==> src/rtl/mips_core_pkg.sv <==
// rtl/mips_core_pkg.sv - shared rename/commit constants and physical register type
//
// Holds the physical/architectural register counts and the PhysReg type that
// the free list, rename map table and commit stage all agree on.
package mips_core_pkg;

    localparam int NUM_PREGS = 64;
    localparam int NUM_AREGS = 32;
    localparam int PREG_W    = $clog2(NUM_PREGS);

    typedef logic [PREG_W-1:0] PhysReg;

endpackage

==> src/rtl/free_list_bitmap.sv <==
// rtl/free_list_bitmap.sv - membership bitmap and duplicate-release detect for the free list
//
// One bit per physical register: set while that register sits in the free list.
// Ports:
//   clk, rst        clock, synchronous active-high reset
//   alloc_fire      a register is leaving the list this cycle (alloc_preg)
//   alloc_preg      register being granted
//   release_accept  release_preg is being written into the list this cycle
//   release_preg    register offered by the commit stage
//   release_dup     combinational: release_preg is already free (duplicate)
module free_list_bitmap #(
    parameter int  NUM_PREGS = mips_core_pkg::NUM_PREGS,
    parameter int  NUM_AREGS = mips_core_pkg::NUM_AREGS,
    localparam int PREG_W    = $clog2(NUM_PREGS)
) (
    input  logic              clk,
    input  logic              rst,
    input  logic              alloc_fire,
    input  logic [PREG_W-1:0] alloc_preg,
    input  logic              release_accept,
    input  logic [PREG_W-1:0] release_preg,
    output logic              release_dup
);

    logic [NUM_PREGS-1:0] in_list;

    // A register leaving the list in the same cycle it is returned is not a
    // duplicate: the grant and the return are two distinct lifetimes.
    assign release_dup = in_list[release_preg] &&
                         !(alloc_fire && (alloc_preg == release_preg));

    always_ff @(posedge clk) begin
        if (rst) begin
            for (int i = 0; i < NUM_PREGS; i++) begin
                in_list[i] <= (i >= NUM_AREGS);
            end
        end else begin
            if (alloc_fire) begin
                in_list[alloc_preg] <= 1'b0;
            end
            // Ordered after the clear so a coinciding grant/return nets to set.
            if (release_accept) begin
                in_list[release_preg] <= 1'b1;
            end
        end
    end

endmodule

==> src/rtl/phys_reg_free_list.sv <==
// rtl/phys_reg_free_list.sv - circular FIFO of free physical register IDs for rename
//
// Rename pulls one free preg per cycle; commit returns one superseded preg per
// cycle. Optional duplicate-release checking is enabled by defining
// FREE_LIST_DOUBLE_FREE_CHECK_EN (adds free_list_bitmap); otherwise
// double_free_err is tied low and duplicates are enqueued like any release.
// Ports:
//   clk, rst         clock, synchronous active-high reset
//   alloc_req        rename wants a preg this cycle
//   alloc_valid      list non-empty (registered state only)
//   alloc_preg       preg at head (registered state only)
//   release_valid    commit returns release_preg this cycle
//   release_preg     returned preg; preg 0 is $zero and is ignored
//   free_count       entries currently in the list
//   full             free_count == DEPTH
//   overflow_err     sticky: release dropped because the list was full
//   double_free_err  sticky: duplicate release dropped
module phys_reg_free_list #(
    parameter int  NUM_PREGS = mips_core_pkg::NUM_PREGS,
    parameter int  NUM_AREGS = mips_core_pkg::NUM_AREGS,
    localparam int DEPTH     = NUM_PREGS - NUM_AREGS,
    localparam int PREG_W    = $clog2(NUM_PREGS),
    localparam int PTR_W     = $clog2(DEPTH),
    localparam int CNT_W     = $clog2(DEPTH) + 1
) (
    input  logic              clk,
    input  logic              rst,
    input  logic              alloc_req,
    output logic              alloc_valid,
    output logic [PREG_W-1:0] alloc_preg,
    input  logic              release_valid,
    input  logic [PREG_W-1:0] release_preg,
    output logic [CNT_W-1:0]  free_count,
    output logic              full,
    output logic              overflow_err,
    output logic              double_free_err
);

    logic [PREG_W-1:0] mem [DEPTH];
    logic [PTR_W-1:0]  head;
    logic [PTR_W-1:0]  tail;
    logic [CNT_W-1:0]  count;
    logic              overflow_q;

    logic alloc_fire;
    logic release_live;
    logic has_space;
    logic release_dup;
    logic release_accept;
    logic release_full_drop;

    // Grant side depends only on registered head/count, never on alloc_req,
    // so rename sees a stable grant early in the cycle.
    assign alloc_valid = (count != '0);
    assign alloc_preg  = mem[head];
    assign alloc_fire  = alloc_req && alloc_valid;

    assign release_live = release_valid && (release_preg != '0);
    // When full, a same-cycle grant frees the head slot, which is exactly
    // where tail points, so the write can land there.
    assign has_space    = (count < CNT_W'(DEPTH)) || alloc_fire;

    assign release_accept    = release_live && has_space && !release_dup;
    assign release_full_drop = release_live && !has_space && !release_dup;

    assign free_count   = count;
    assign full         = (count == CNT_W'(DEPTH));
    assign overflow_err = overflow_q;

`ifdef FREE_LIST_DOUBLE_FREE_CHECK_EN
    logic double_free_q;

    free_list_bitmap #(
        .NUM_PREGS (NUM_PREGS),
        .NUM_AREGS (NUM_AREGS)
    ) u_bitmap (
        .clk            (clk),
        .rst            (rst),
        .alloc_fire     (alloc_fire),
        .alloc_preg     (alloc_preg),
        .release_accept (release_accept),
        .release_preg   (release_preg),
        .release_dup    (release_dup)
    );

    always_ff @(posedge clk) begin
        if (rst) begin
            double_free_q <= 1'b0;
        end else if (release_live && release_dup) begin
            double_free_q <= 1'b1;
        end
    end

    assign double_free_err = double_free_q;
`else
    assign release_dup     = 1'b0;
    assign double_free_err = 1'b0;
`endif

    always_ff @(posedge clk) begin
        if (rst) begin
            for (int i = 0; i < DEPTH; i++) begin
                mem[i] <= PREG_W'(NUM_AREGS + i);
            end
            head       <= '0;
            tail       <= '0;
            count      <= CNT_W'(DEPTH);
            overflow_q <= 1'b0;
        end else begin
            if (release_accept) begin
                mem[tail] <= release_preg;
                tail      <= tail + PTR_W'(1);
            end
            if (alloc_fire) begin
                head <= head + PTR_W'(1);
            end
            count <= count + CNT_W'(release_accept) - CNT_W'(alloc_fire);
            if (release_full_drop) begin
                overflow_q <= 1'b1;
            end
        end
    end

endmodule

==> config.mk <==
export PLATFORM = sky130hd
export DESIGN_NAME = phys_reg_free_list
export DESIGN_NICKNAME = d
export VERILOG_FILES = /design/src/rtl/mips_core_pkg.sv /design/src/rtl/free_list_bitmap.sv /design/src/rtl/phys_reg_free_list.sv
export SDC_FILE = /design/constraint.sdc
export NUM_CORES = 1
export LEC_CHECK = 0
export CORE_MARGIN = 1.5
export CORE_UTILIZATION = 56
export DETAILED_ROUTE_END_ITERATION = 8
export PLACE_DENSITY = 0.76
export REMOVE_ABC_BUFFERS = 1
export SLEW_MARGIN = 20
export SYNTH_ARGS = -nofsm -noshare
export SYNTH_HDL_FRONTEND = slang
export SYNTH_SLANG_ARGS = --single-unit
==> constraint.sdc <==
create_clock -name clk -period 3 [get_ports clk]
set_clock_uncertainty 0.05 [all_clocks]
set_input_delay 0.9 -clock clk [delete_from_list [all_inputs] [get_ports clk]]
set_output_delay 0.9 -clock clk [all_outputs]
set_load 0.05 [all_outputs]
==> After elaboration in Yosys (flattened, before gate mapping) <==
Memories as Yosys holds them, arrays and structs flattened. A register that Yosys moved wholly into a read port is not among the register bits.
Cells that the tools add are included.
{ "totals": {"register_bits": 17, "latch_bits": 0, "mem_bits_rw": 192, "rom_bits": 0, "inputBits": 10, "output_inout_bits": 16, "word_cells": 30, "n_memories": 1} }
{ "memory_table": {"columns": ["memory", "depth", "word_bits", "rd", "rd_clocked_by_memory_dff", "write_ports", "line_no", "source"], "rows": [
  ["mem", 32, 6, 1, 1, 32, "phys_reg_free_list.sv:39", "logic [PREG_W-1:0] mem [DEPTH];"]
]} }
{ "classes": {"n_addsub": 4, "multipliers": 0, "div": 0, "n_lt_le_gt_ge": 1, "n_eq_ne": 1, "n_shift": 0, "n_mux": 10, "n_bitwise": 0, "n_reduce_logical": 9} }
{ "op_table": {"columns": ["op", "n"], "rows": [
  ["5-bit two-way mux", 3],
  ["6-bit nonzero test", 2],
  ["5-bit by 1-bit adder with 5-bit output, second input constant", 2],
  ["6-bit by 1-bit adder with 6-bit output", 1],
  ["6-bit == test, second input constant", 1],
  ["6-bit less-than comparator, second input constant", 1],
  ["1-bit two-way mux", 6],
  ["6-bit two-way mux", 1],
  ["6-bit OR reduction", 1],
  ["6-bit by 1-bit subtractor with 6-bit output", 1],
  ["1-bit logical AND", 4],
  ["1-bit logical NOT", 1],
  ["1-bit logical OR", 1]
]} }

==> Longest topological paths before layout <==
{ "depth": {"ltp_word": 9, "mapped_depth": 16, "depth_no_buf": 14} }

==> Worst setup path after synthesis <==
No wires, ideal clock.
{ "synth_timing": {"kind": "reg2reg", "start": "register count[4], in the netlist free_count[4]", "end": "register count[4], in the netlist free_count[4]", "setup_time_ns": 0.128, "arrival_time_ns": 3.221, "required_time_ns": 2.822, "path_slack_ns": -0.399, "path_stages_with_launch": 17, "path_buffers": 2, "period_less_slack_ns": 3.399, "cell_sequence": "dfxtp_1 inv_1 ha_1 nand4bb_1 buf_4 a21oi_2 buf_2 nor3b_2 inv_1 ha_1 inv_1 ha_1 fa_1 a21oi_1 o21bai_1 xnor2_1 nor2_1"} }
{ "synth_between": {"elab_chain_cells": 6, "word_cells_on_any_way": 7, "cone_classes": "2 x add/sub; 1 x order compare; 4 x reduce/logical"} }
{ "synth_lines": {"columns": ["element", "line_no", "source"], "rows": [
  ["start, declared", "phys_reg_free_list.sv:42", "logic [CNT_W-1:0] count;"],
  ["start signal, assigned", "phys_reg_free_list.sv:107", "count <= CNT_W'(DEPTH);"],
  ["start signal, assigned", "phys_reg_free_list.sv:117", "count <= count + CNT_W'(release_accept) - CNT_W'(alloc_fire);"],
  ["6-bit nonzero test (*)", "phys_reg_free_list.sv:54", "assign alloc_valid = (count != '0);"],
  ["net alloc_valid", "phys_reg_free_list.sv:29", "output logic alloc_valid,"],
  ["1-bit logical AND (*)", "phys_reg_free_list.sv:56", "assign alloc_fire = alloc_req && alloc_valid;"],
  ["1-bit logical OR", "phys_reg_free_list.sv:61", "assign has_space = (count < CNT_W'(DEPTH)) || alloc_fire;"],
  ["1-bit logical AND", "phys_reg_free_list.sv:63", "assign release_accept = release_live && has_space && !release_dup;"],
  ["6-bit by 1-bit adder with 6-bit output", "phys_reg_free_list.sv:117", null],
  ["6-bit by 1-bit subtractor with 6-bit output (*)", "phys_reg_free_list.sv:117", null]
]} }
The timed path passes the listed nets; every way through them passes the cells marked *.
A chain may end at the register's enable or synchronous reset.

==> results.toml <==
[status]
status = "complete, but fails checks"
violations = "DRC, setup timing"

[power]
vdd_ir_drop_max_mv = 0.652
p_leak_nw = 4.11
power.share.sequential = 0.443
power.switching_w = 0.00219
p_sw_frac = 0.283
pwr-share-comb = 0.222
clockPowerShare = 0.335
power.internal_w = 0.00555
power.density_mw_per_mm2 = 649

[sta]
slew_headroom = 0.372
period_minus_slack_ns = 3.48
tightest_slew_ns = 0.939
setup_slack_ns = -0.480
rsz0062_at_grt = "true"
hold_viol = 0
finalSetupViolCount = 6
setup_tns_ns = -2.71
maxSlewViolCount = 0
fin_crit_sh = 1.16
fmax_ghz = 0.287
whs_ns = 0.417

[clock_network]
path_clk_slew_ns = 0.07
clock-sinks = 214
cts_root_buffer = "clkbuf_16"
cts_tree = "done"
htree_levels = 1
cts_max_path_buffers = 3
clk_latency_ns = 0.51
numCtsBuffers = 22

[synthesis]
synth_mux_area_frac = 0.0999
syn_avg_cell_area_um2 = 13.1
synth.most_common_cell = "edfxtp_1"
synth_cell_type_count = 53
synthXorXnorAreaFrac = 0.00587
yosys-top-cells-area = "edfxtp_1 55%, or3_1 7.0%, mux4_2 5.2%"
synth_warnings = 0
yosysSeqAreaShare = 0.595
synth_top_area_cell = "edfxtp_1"
yosys.area.top_type_share = 0.552
synthSimpleGateAreaFrac = 0.178
async_reset_ff_frac = 0
synth_compound_area_frac = 0.0562
synth-edff-count = 192
synth_top_family_by_area = "simple AND/OR/NAND/NOR gates"
synth-adder-area-share = 0.0187
syn_inst = 797
synth_ff_type = "edfxtp_1"
synth_common_cells = "192 x edfxtp_1, 117 x or3_1, 83 x and3_1, 50 x clkbuf_1, 49 x mux2i_1"
ys_seq_elements = 214
syn-cell-area_mm2 = 0.0104

[floorplan]
top_level_ports = 26
core_area_mm2 = 0.0181
die_w_um = 140
rows = 49
fp.dieH_um = 140
dieArea_mm2 = 0.0195
start_util = 0.575

[route]
first_pass_iters = 7
antenna_left = 0
first_iter_violations = 721
vias_per_cell = 6.51
routed_wl_um = 25200
wl_per_cell_um = 23.8
dr_total_vias = 6876
route.detailed.drc = 1

[global_route]
grt_usage = 0.258
grt_pass1_wl_um = 38200
antenna_found_initial = 0
overflow = 0
grt_pass1_vias = 6745
grt_max_degree = 57

[layout]
antenna_cells = 0
fin_cells = 1057
layout-drive-gt1-share = 0.193
post-route-util = 0.658
finish.net_count = 837
syn_to_final_growth_pct = 14.4

[hold_path]
hold_depth = 2
hp-class = "flip-flop to flip-flop"
hold_start = "overflow_err"
hold_path_end = "overflow_err"

[critical_path]
slowest_stage = "mux4_2"
rr_worst_depth = 14
cp.arrival_ns = 2.53
critical_path_cell_count = 8
crit_family = "buffers and inverters"
timing.critical_path.slowest_cell_delay_ns = 0.54
r2r-start = "free_count[2]"
critical_path_buf_inv_count = 4
required_ns = 2.05
r2r-end = "free_count[4]"
cpMostUsedCell = "buf_12"
crit_fanout = 8
crit_chain = "buf_12 -> buf_12 -> mux4_2 -> a22o_1 -> a221oi_2 -> buf_4 -> nand3_2 -> buf_6"
crit_path_end_kind = "output port"
start_kind = "flip-flop"
reg2reg_slack_ns = 0.31
criticalPathCategory = "flip-flop to output port"

[placed_design]
dp_hpwl_um = 15800
dp.cells = 1007
port_buffers = 24
place.gp.congestion = 0.863

[job]
maxCapViolCount = 0
==> registers in the layout, summed over array words and instances, names as in the netlist, named ones only <==
name / count
mem: 192
free_count: 6
tail: 5
head: 5
overflow_err: 1
==> worst max path at each step <==
stage                    end            start  slack, ns
6_report       alloc_preg[4]        flip-flop      -0.48
5_1_grt        alloc_preg[2]        flip-flop      -0.54
4_1_cts        alloc_preg[2]        flip-flop      -0.46
3_5_place_dp   free_count[4]  release_preg[3]      -0.85
2_1_floorplan  alloc_preg[0]        flip-flop      -1.56
3_3_place_gp   free_count[4]  release_preg[3]      -0.77
==> metal layers <==
metal	wire length [um]	global-route usage	vias to the layer above
met5	0	0	-
met2	12500	0.434	334
met4	834	0.0924	0
met1	9890	0.346	3413
met3	1900	0.0351	56
li1	-	-	3073
==> cells in the final DEF (no fill, tap or decap), types with 12 or more instances in the layout <==
cell       Yosys  routed
and3_1        83      83
clkbuf_16      0      23
a22oi_1       12      12
a21oi_1       18      17
ha_1          14      12
mux2i_1       49      49
mux4_2        24      24
dfxtp_1       22      20
nand3_1       22      17
nor2_1        15      15
nand2_1       23      23
buf_4          4      42
or3_1        117     117
a21o_1        32      32
edfxtp_1     192     192
==> area by class of cell <==
type                       count  area (um^2)
timing repair buffer          78          805
clock inverter                11         53.8
tap                          229          287
inverter                      12         45.0
fill                        1297         6210
sequential                   214         6210
multi-input combinational    484         3910
clock buffer                  29          628
==> power by group through the flow <==
stage / sequential, W / combinational, W / clock [W]
6_report: 0.00343 / 0.00172 / 0.00259
5_1_grt: 0.00344 / 0.00183 / 0.00271
4_1_cts: 0.00343 / 0.00166 / 0.00260
3_5_place_dp: 0.00349 / 0.00154 / 0
3_3_place_gp: 0.00348 / 0.00149 / 0
2_1_floorplan: 0.00363 / 0.000820 / 0
==> repair_timing <==
item,CTS,global route
pin swaps,17,12
setup buffers,7,2
setup endpoints to repair,88,51
hold buffers,0,0
gates resized for setup,35,9
cloned,1,0
==> worst min-delay path: cells and delay by family, from the launching register on <==
kind	cells	cell delay, ns
AOI/OAI and AO/OA	1	0.05
buffers and inverters	1	0.05
DFF	1	0.32
==> through the flow <==
| step | setup WS, ns | power, W | instance area (um^2) |
|---|---|---|---|
| final | -0.480 | 0.00774 | 11900 |
| after global routing | -0.538 | 0.00798 | 11900 |
| after CTS | -0.460 | 0.00769 | 11900 |
| after detailed placement | -0.846 | 0.00502 | 11000 |
| after global placement | -0.773 | 0.00497 | 11000 |
| after floorplan | -1.56 | 0.00445 | 10000 |
==> logic make-up after synthesis <==
group,after synthesis
DFF,214
adders and majority gates,15
and+or+nand+nor,305
buffers and inverters,99
xor gates and xnor gates,7
AOI/OAI and AO/OA,82
other,1
muxes,74
Note: power is estimated with default switching activity, not from simulation.
